===== src/rtl/fp_pkg.sv =====
// Shared floating-point constants and IEEE-754 single field helpers used by
// the divider, multiplier and adder.
package fp_pkg;

  localparam int DIV_STEPS = 26;
  localparam int EXP_BIAS  = 127;
  localparam logic [30:0] FP_INF_MAG = 31'h7F800000;

  function automatic logic fp_sign(input logic [31:0] f);
    return f[31];
  endfunction

  function automatic logic [7:0] fp_exp(input logic [31:0] f);
    return f[30:23];
  endfunction

  // Hidden bit is always set; zero/denormal operands are caught by exponent.
  function automatic logic [23:0] fp_mant(input logic [31:0] f);
    return {1'b1, f[22:0]};
  endfunction

endpackage


===== src/rtl/fp_divider.sv =====
// Multi-cycle IEEE single divider: restoring mantissa division, one quotient
// bit per cycle, stalling the CPU until all DIV_STEPS bits are produced.
module fp_divider
  import fp_pkg::*;
(
  input  logic        clk,
  input  logic        rst,
  input  logic        run,
  input  logic [31:0] x,
  input  logic [31:0] y,
  output logic        stall,
  output logic [31:0] z
);

  logic [4:0]  s;
  logic [24:0] r;
  logic [25:0] q;

  logic [24:0] a;
  logic [25:0] diff;
  logic        qbit;
  logic        done;

  logic              sgn;
  logic              x_zero;
  logic              y_zero;
  logic signed [9:0] e;
  logic [22:0]       frac;

  assign done  = (s == 5'(DIV_STEPS));
  assign stall = run & ~done;

  // diff[25] is the borrow: set when the divisor does not fit.
  always_comb begin
    a    = (s == 5'd0) ? {1'b0, fp_mant(x)} : r;
    diff = {1'b0, a} - {2'b00, fp_mant(y)};
    qbit = ~diff[25];
  end

  always_ff @(posedge clk or posedge rst) begin
    if (rst) begin
      s <= 5'd0;
      r <= 25'd0;
      q <= 26'd0;
    end else if (!run) begin
      s <= 5'd0;
    end else if (!done) begin
      r <= qbit ? (diff[24:0] << 1) : (a << 1);
      q <= {q[24:0], qbit};
      s <= s + 5'd1;
    end
  end

  always_comb begin
    sgn    = fp_sign(x) ^ fp_sign(y);
    x_zero = (fp_exp(x) == 8'd0);
    y_zero = (fp_exp(y) == 8'd0);
    e      = 10'(fp_exp(x)) - 10'(fp_exp(y))
           + (q[25] ? 10'(EXP_BIAS) : 10'(EXP_BIAS - 1));
    frac   = q[25] ? q[24:2] : q[23:1];

    if (y_zero)                z = {sgn, FP_INF_MAG};
    else if (x_zero)           z = 32'd0;
    else if (e <= 10'sd0)      z = 32'd0;
    else if (e >= 10'sd255)    z = {sgn, FP_INF_MAG};
    else                       z = {sgn, e[7:0], frac};
  end

endmodule


===== config.mk =====
export PLATFORM = sky130hd
export DESIGN_NAME = fp_divider
export DESIGN_NICKNAME = d
export VERILOG_FILES = /design/src/rtl/fp_pkg.sv /design/src/rtl/fp_divider.sv
export SDC_FILE = /design/constraint.sdc
export NUM_CORES = 1
export LEC_CHECK = 0
export CORE_UTILIZATION = 55
export CTS_BUF_LIST = sky130_fd_sc_hd__clkbuf_8
export CTS_CLUSTER_SIZE = 16
export DETAILED_ROUTE_END_ITERATION = 8
export GPL_ROUTABILITY_DRIVEN = 0
export PLACE_DENSITY = 0.84
export SLEW_MARGIN = 20
export SYNTH_ARGS = -nofsm -noshare
export SYNTH_HDL_FRONTEND = slang
export SYNTH_SLANG_ARGS = --single-unit

===== constraint.sdc =====
create_clock -name clk -period 5.8 [get_ports clk]
set_input_delay 1.16 -clock clk [delete_from_list [all_inputs] [get_ports clk]]
set_output_delay 1.16 -clock clk [all_outputs]
set_load 0.01 [all_outputs]

==> key figures, run 1 <==
Run status
  • Outcome: completed

STA
  • Fmax: between 150 and 200 MHz
  • # setup viols final: 0
  • Worst-case headroom to the max-slew limit: between 40% and 50%
  • Final setup margin: between 1 and 1.5 ps
  • Min Tclk post-route: just under 6000 ps
  • Worst slew pin tran: 878 ps
  • Slew Limit Fails: 0
  • Worst Skew: 13.2 ps
  • Fin. Hold Viols: 0
  • Part of the cycle the worst path needs: between 90% and 100%

Synthesis
  • Cells after Synth: 621
  • Most used DFF post-synth: dfrtp_1
  • Post-synth EDFFs: 0
  • Syn avg cell area: roughly 8.4 µm²
  • YS warnings: 0
  • FFs w/ async S/R, synth: between 90% and 100%
  • Net count after synthesis: 726
  • Post-Syn Area: around 5200 µm²
  • Yosys reg bits: 55
  • Yosys cell types: 66
  • Register area share after synthesis: between 20% and 30%

Floorplanning
  • IO Count: 100
  • Die Y: a little under 100 µm
  • Die area: slightly below 10000 µm²
  • Starting Density: between 50% and 60%
  • Floorplan die width: 99.4 µm
  • Total core area: just over 9000 µm²
  • Num rows: 35

Power
  • Net Switching: ~0.93 mW
  • Sw frac: between 40% and 50%
  • Total power per unit cell area: around 340 nW/µm²
  • Overall power: 2.26 mW
  • P_int: ~1.3 mW
  • Clock network power share: around 13%
  • Static Leak: approximately 3.2 nW
  • Combinational Power Share: around three fifths
  • Maximum VDD drop: roughly 0.22 mV
  • Sequential Power Share: around a quarter

CTS
  • Root buf cell: clkbuf_8
  • Clock Latency Late Sink: around 320 ps
  • Clock Path Buffers: 2
  • # clock sinks: 55
  • CTS tree: built
  • Num CTS Buffers: 5
  • Clock H-tree levels: 2
  • CTS clk-pin slew, worst paths: 100 ps

Routing
  • Drt drc: 0
  • Drt initial violations: approximately 210
  • Routed WL: 12.9 mm
  • Avg WL per Cell: 15.2 µm
  • Vias/cell: just under 6
  • Antenna viol nets, final: 0
  • Drt first pass iters: 7
  • Vias: ~5000

Job
  • Max-cap violations: 0

Critical path
  • Startpoint Class: input pin
  • CP Max Fanout: 10
  • WS Path Type: input pin to output port
  • CP Data Required Time: 4640 ps
  • Crit path DAT: approximately 4600 ps
  • Crit. End Element: output port
  • Reg2Reg Depth: 15

Global route
  • Largest net degree at the start of global routing: 70
  • Initial antenna violation count: 0
  • Vias in the first global route: around 4800
  • Remaining Overflow, GRT: 0
  • GRT Util Overall: a little over a quarter
  • Global-route wire length before repair: 21.4 mm

Layout
  • Layout cells sized above 1: between 15 and 20%
  • Multi-input logic area: between 3000 and 4000 µm²
  • Register area: 1380 µm²
  • Commonest non-fill, non-tap cell in the layout: nand2_1
  • Commonest non-fill, non-tap cells in the layout: nand2_1, clkdlybuf4s50_1, dfrtp_1, inv_1, mux2i_1
  • Area Overhead vs Synth: 28.2%
  • Nets: ~840
  • # diodes: 0
  • # fillers: roughly 680

Worst hold path
  • Hold Path Depth: 2
  • Worst Hold Class: flop to flop

Place
  • Buffers on Ports: between 90 and 100
  • Dpl ws: -134 ps
  • HPWL Detailed: a little under 10 mm
power groups by stage:
stage | combinational, mW | sequential [mW] | clock (mW)
6_report | 1.36 | 0.596 | 0.302
5_1_grt | 1.50 | 0.611 | 0.324
4_1_cts | 1.34 | 0.597 | 0.308
3_5_place_dp | 1.33 | 0.606 | 0
3_3_place_gp | 1.29 | 0.593 | 0
2_1_floorplan | 0.972 | 0.576 | 0
critical path, stage by stage:
cell and delay (ps):
clkdlybuf4s50_1 430, inv_1 80, ha_2 170, inv_1 50, fa_2 380, a21o_1 230
a21oi_4 190, xor2_2 180, buf_4 140, o211ai_1 120, nor3b_1 230, o2111ai_1 180
o311ai_4 430, buf_4 190, buf_12 130, nor3_2 50, dlygate4sd2_1 280
Yosys cell counts, drive strengths merged (5+ instances only):
library cell	n	area, µm²
mux2i	39	390
nor3	32	260
o21ai	38	190
and2	6	37.5
a31oi	5	31.3
or2	5	31.3
nand3	7	35.0
o31ai	5	42.5
nor2	26	97.6
a21o	12	90.1
xor2	9	93.8
xnor2	22	193
inv	47	176
a21oi	23	130
dfrtp	55	1380
nor2b	6	37.5
clkbuf	12	45.0
ha	36	450
buf	13	81.3
mux2	21	236
nand2	114	430
o21a	12	90.1
metal layers:
metal	GRT usage, %	vias up	routed length [µm]
met2	48.7	176	6560
met4	4.41	0	123
met1	33.0	2359	5570
met5	0	-	0
li1	-	2417	-
met3	3.16	21	616
timing repair:
| action | in CTS | in global routing |
|---|---|---|
| endpoints found under the setup margin | 30 | 31 |
| setup buffers | 5 | 6 |
| resized for setup | 27 | 50 |
| hold buffers | 0 | 0 |
| pin swaps | 1 | 7 |
| cloned | 1 | 0 |
registers in the layout, summed over array words and instances (netlist names):
register and count:
s 5, r 24, q 26
cell type report:
| type | instances | area share, % |
|---|---|---|
| Multi-Input combinational cell | 493 | 53.9 |
| Sequential cell | 55 | 20.6 |
| Timing Repair Buffer | 135 | 18.7 |
| Inverter | 47 | 2.64 |
| Tap cell | 111 | 2.08 |
| Clock buffer | 5 | 1.03 |
| Clock inverter | 3 | 1.01 |
worst paths after layout:
path / from / to / slack (ps)
worst min-delay path: r[8] / r[8] / 490
max in group asynchronous: rst / q[23] / 3960
min in group asynchronous: rst / r[18] / 1350
worst max register to register: s[0] / r[7] / 1110
worst min register to register: r[8] / r[8] / 490
worst max-delay path: x[23] / z[16] / 1
stage by stage:
| stage | hold WS (ps) | std cells | utilization [%] | cell area, µm² | setup TNS, ps |
|---|---|---|---|---|---|
| after floorplan | 439 | 621 | - | 5210 | 0 |
| after global placement | 448 | 829 | 69.9 | 6430 | -24.8 |
| after detailed placement | 470 | 829 | 69.9 | 6430 | -2700 |
| after CTS | 495 | 843 | 71.8 | 6610 | -316 |
| after global routing | 510 | 849 | 72.7 | 6680 | -3450 |
| final | 488 | 849 | 72.7 | 6680 | 0 |
logic make-up (layout without fill, tap and decap cells):
family / after synthesis / in the layout / share of synthesized area, %
flip-flops: 55 / 55 / 26.4
AND/OR/NAND/NOR: 221 / 221 / 21.2
buffers and inverters: 73 / 190 / 5.98
adder cells (fa/ha/maj): 38 / 38 / 9.41
multiplexers: 60 / 60 / 12.0
XOR/XNOR: 31 / 31 / 5.50
AO/OA/AOI/OAI: 143 / 143 / 19.4
(Power assumes the default switching activity.)
==> run 2: changes to the inputs <==
--- a/config.mk
+++ b/config.mk
@@ -5,12 +5,14 @@
 export SDC_FILE = /design/constraint.sdc
 export NUM_CORES = 1
 export LEC_CHECK = 0
+export ABC_AREA = 1
 export CORE_UTILIZATION = 55
 export CTS_BUF_LIST = sky130_fd_sc_hd__clkbuf_8
 export CTS_CLUSTER_SIZE = 16
 export DETAILED_ROUTE_END_ITERATION = 8
 export GPL_ROUTABILITY_DRIVEN = 0
-export PLACE_DENSITY = 0.84
+export PLACE_DENSITY = 0.83
+export RECOVER_POWER = 100
 export SLEW_MARGIN = 20
 export SYNTH_ARGS = -nofsm -noshare
 export SYNTH_HDL_FRONTEND = slang
==> key figures, run 2 <==
Global route
  • Vias in the first global route: 4956 (+4.1%)
  • Initial antenna violation count: 0 (unchanged)
  • Global-route wire length before repair: 21.7 mm (+1.4%)
  • GRT Util Overall: 25.9% (-0.28 points)
  • Largest net degree at the start of global routing: 56 (-20%)
  • Remaining Overflow, GRT: 0 (unchanged)

STA
  • Min Tclk post-route: 5580 ps (-223 ps)
  • Part of the cycle the worst path needs: 96.1% (-3.8 points)
  • Slew Limit Fails: 56 (+56)
  • Fin. Hold Viols: 0 (unchanged)
  • Worst slew pin tran: 2880 ps (+2000 ps)
  • Worst hold slack: 498 ps (+9.97 ps)
  • Worst-case headroom to the max-slew limit: -92.1% (-130 points)
  • # setup viols final: 0 (unchanged)
  • Worst Skew: 6.17 ps (-6.99 ps)
  • Fmax: 179 MHz (+4.0%)

Critical path
  • Crit path DAT: 4420 ps (-220 ps)
  • Reg2Reg Depth: 20 (+5)
  • Critical Path End: z[0]
  • WS Path Type: input pin to output port
  • FF-to-FF Start: s[0]
  • CP Data Required Time: 4640 ps (about the same)
  • Worst R2R End: r[11]
  • CP Max Fanout: 6 (-4)
  • Internal reg-to-reg setup slack: 640 ps (-470 ps)
  • Startpoint Class: input pin
  • Worst Setup SP: x[23]
  • Crit. End Element: output port

CTS
  • Post-CTS Hold Buffers: 0 (unchanged)
  • Post-CTS Setup Bufs: 0 (-5)
  • Resize count post-CTS: 0 (-100%)
  • CTS clk-pin slew, worst paths: 110 ps (about the same)
  • Clock Path Buffers: 2 (unchanged)
  • Num CTS Buffers: 5 (unchanged)
  • # clock sinks: 55 (unchanged)
  • Clock Latency Late Sink: 320 ps (about the same)
  • Clock H-tree levels: 2 (unchanged)
  • CTS tree: built
  • Root buf cell: clkbuf_8

Floorplanning
  • Die Y: 102 µm (+2.7%)
  • Total core area: 9730 µm² (+5.8%)
  • IO Count: 100 (unchanged)
  • Num rows: 36 (+2.9%)
  • Starting Density: 56.5% (-0.16 points)
  • Floorplan die width: 102 µm (+2.7%)
  • Die area: 10400 µm² (+5.4%)

Routing
  • Routed WL: 13.5 mm (+4.9%)
  • Vias: 5626 (+13%)
  • Antenna viol nets, final: 0 (unchanged)
  • Drt initial violations: 275 (+29%)
  • Drt first pass iters: 4 (-3)
  • Avg WL per Cell: 12.6 µm (-17%)
  • Vias/cell: 5.23 (-11%)
  • Drt drc: 0 (unchanged)

Layout
  • Final Instance Count excl. Fillers: 1076 (+27%)
  • Final core area utilization: 68.7% (-3.9 points)
  • Layout cells sized above 1: 5.73% (-12 points)
  • Biggest regs: q: 26 flops, r: 24 flops, s: 5 flops
  • Nets: 1047 (+24%)
  • # diodes: 0 (unchanged)
  • Area Overhead vs Synth: 21.6%
  • Commonest non-fill, non-tap cells in the layout: nand2_1, inv_1, clkdlybuf4s50_1, o21ai_0, dfrtp_1
  • Top reg by flops: q
  • Commonest non-fill, non-tap cell in the layout: nand2_1
  • Largest register FFs: 26 (unchanged)

Power
  • Combinational Power Share: 59.3% (-1.0 points)
  • Sequential Power Share: 28.9% (+2.5 points)
  • Overall power: 1.96 mW (-13%)
  • Clock network power share: 11.7% (-1.7 points)
  • P_int: 1.04 mW (-22%)
  • Static Leak: 3.53 nW (+11%)
  • Maximum VDD drop: 0.156 mV (-28%)
  • Total power per unit cell area: 294 nW/µm² (-13%)
  • Net Switching: 0.923 mW (-0.83%)
  • Sw frac: 47.0% (+5.8 points)

Synthesis
  • Yosys reg bits: 55 (unchanged)
  • Synth area leaders: dfrtp_1, nand2_1, ha_1
  • YS warnings: 0 (unchanged)
  • Cells after Synth: 853 (+37%)
  • Register area share after synthesis: 25.0% (-1.4 points)
  • Most used DFF post-synth: dfrtp_1
  • Syn avg cell area: 6.45 µm² (-23%)
  • Share of the synthesized area in the top cell type: 25.0% (-1.4 points)
  • Post-Syn Area: 5500 µm² (+5.5%)
  • Top-count cell post-synth: nand2_1
  • FFs w/ async S/R, synth: 100% (unchanged)
  • Yosys cell types: 39 (-41%)
  • Net count after synthesis: 958 (+32%)
  • Commonest cells post-synth: nand2_1, inv_1, o21ai_0
  • Largest area contributor in the netlist: dfrtp_1
  • Post-synth EDFFs: 0 (unchanged)

Place
  • HPWL Detailed: 10.5 mm (+8.1%)
  • Buffers on Ports: 99 (unchanged)
  • Placed Cells: 1067 (+29%)

Job
  • Max-cap violations: 1 (+1)

Worst hold path
  • Worst Hold Class: flop to flop

Run status
  • Outcome: finished, violations left
  • Failing checks: max-capacitance violations, max-slew violations
[run 2: changes by cell type after synthesis, moves of 28 or more]
cell	change
o21ai_0	+28
mux2i_1	-39
nand2_1	+195
inv_1	+67
nand3_1	+44
[run 2: worst min-delay path by stage]
stage	cells after the start	slack, ps	start	endpoint
floorplan	2	450	r[24]	r[24]
global placement	2	460	q[1]	q[2]
detailed placement	2	470	q[0]	q[0]
CTS	2	500	q[0]	q[0]
global route	2	530	r[21]	r[21]
finish	2	500	q[0]	q[0]
[run 2: logic make-up after synthesis]
kind of cell | share of synthesized area [%]
flops | 25.0
buf+inv | 10.4
compound gates | 14.2
fa+ha+maj | 8.92
xor+xnor | 3.34
simple gates | 38.1
[run 2: worst max-delay path, stage by stage]
cell and delay, ps:
clkdlybuf4s50_1 480, inv_1 50, ha_1 170, inv_1 100, fa_1 410, inv_1 100, ha_1 170, inv_1 70
a21oi_2 140, nand3_2 120, nor2_4 120, nand3_2 90, nand2_2 90, inv_2 50, nand2_4 60, nand2_4 70
nand3_4 80, nand4_4 130, nor2_1 120, dlygate4sd3_1 620
[run 2: routing by layer]
| layer | GRT usage, % | routed length (µm) | up-vias | part of all wire [%] |
|---|---|---|---|---|
| li1 | - | - | 2910 | - |
| met1 | 33.5 | 6170 | 2558 | 46 |
| met2 | 46.4 | 6530 | 147 | 48 |
| met3 | 2.94 | 643 | 11 | 4.8 |
| met4 | 5.71 | 153 | 0 | 1.1 |
| met5 | 0 | 0 | - | 0 |
[run 2: stage by stage]
step                cell area [µm²]  setup TNS (ps)  worst slack, ps
global placement               6600               0              204
floorplan                      5500               0             1300
global route                   6690           -3.99            -3.99
detailed placement             6600               0             89.9
CTS                            6690               0             86.0
finish                         6690               0              224
[run 2: power groups by stage]
stage                     registers [mW]  logic (mW)  clock network [mW]
after floorplan                    0.558       0.875                   0
after global placement             0.571        1.15                   0
after detailed placement           0.572        1.18                   0
after CTS                          0.566        1.18               0.234
after global routing               0.582        1.30               0.248
final                              0.568        1.17               0.230
[run 2: cell type report]
cell class / count / area [µm²]
timing repair buffer: 107 / 1080
tap: 133 / 166
sequential: 55 / 1380
clock buffer: 5 / 68.8
clock inverter: 3 / 27.5
inverter: 117 / 439
fill: 876 / 3040
multi-input combinational: 656 / 3520
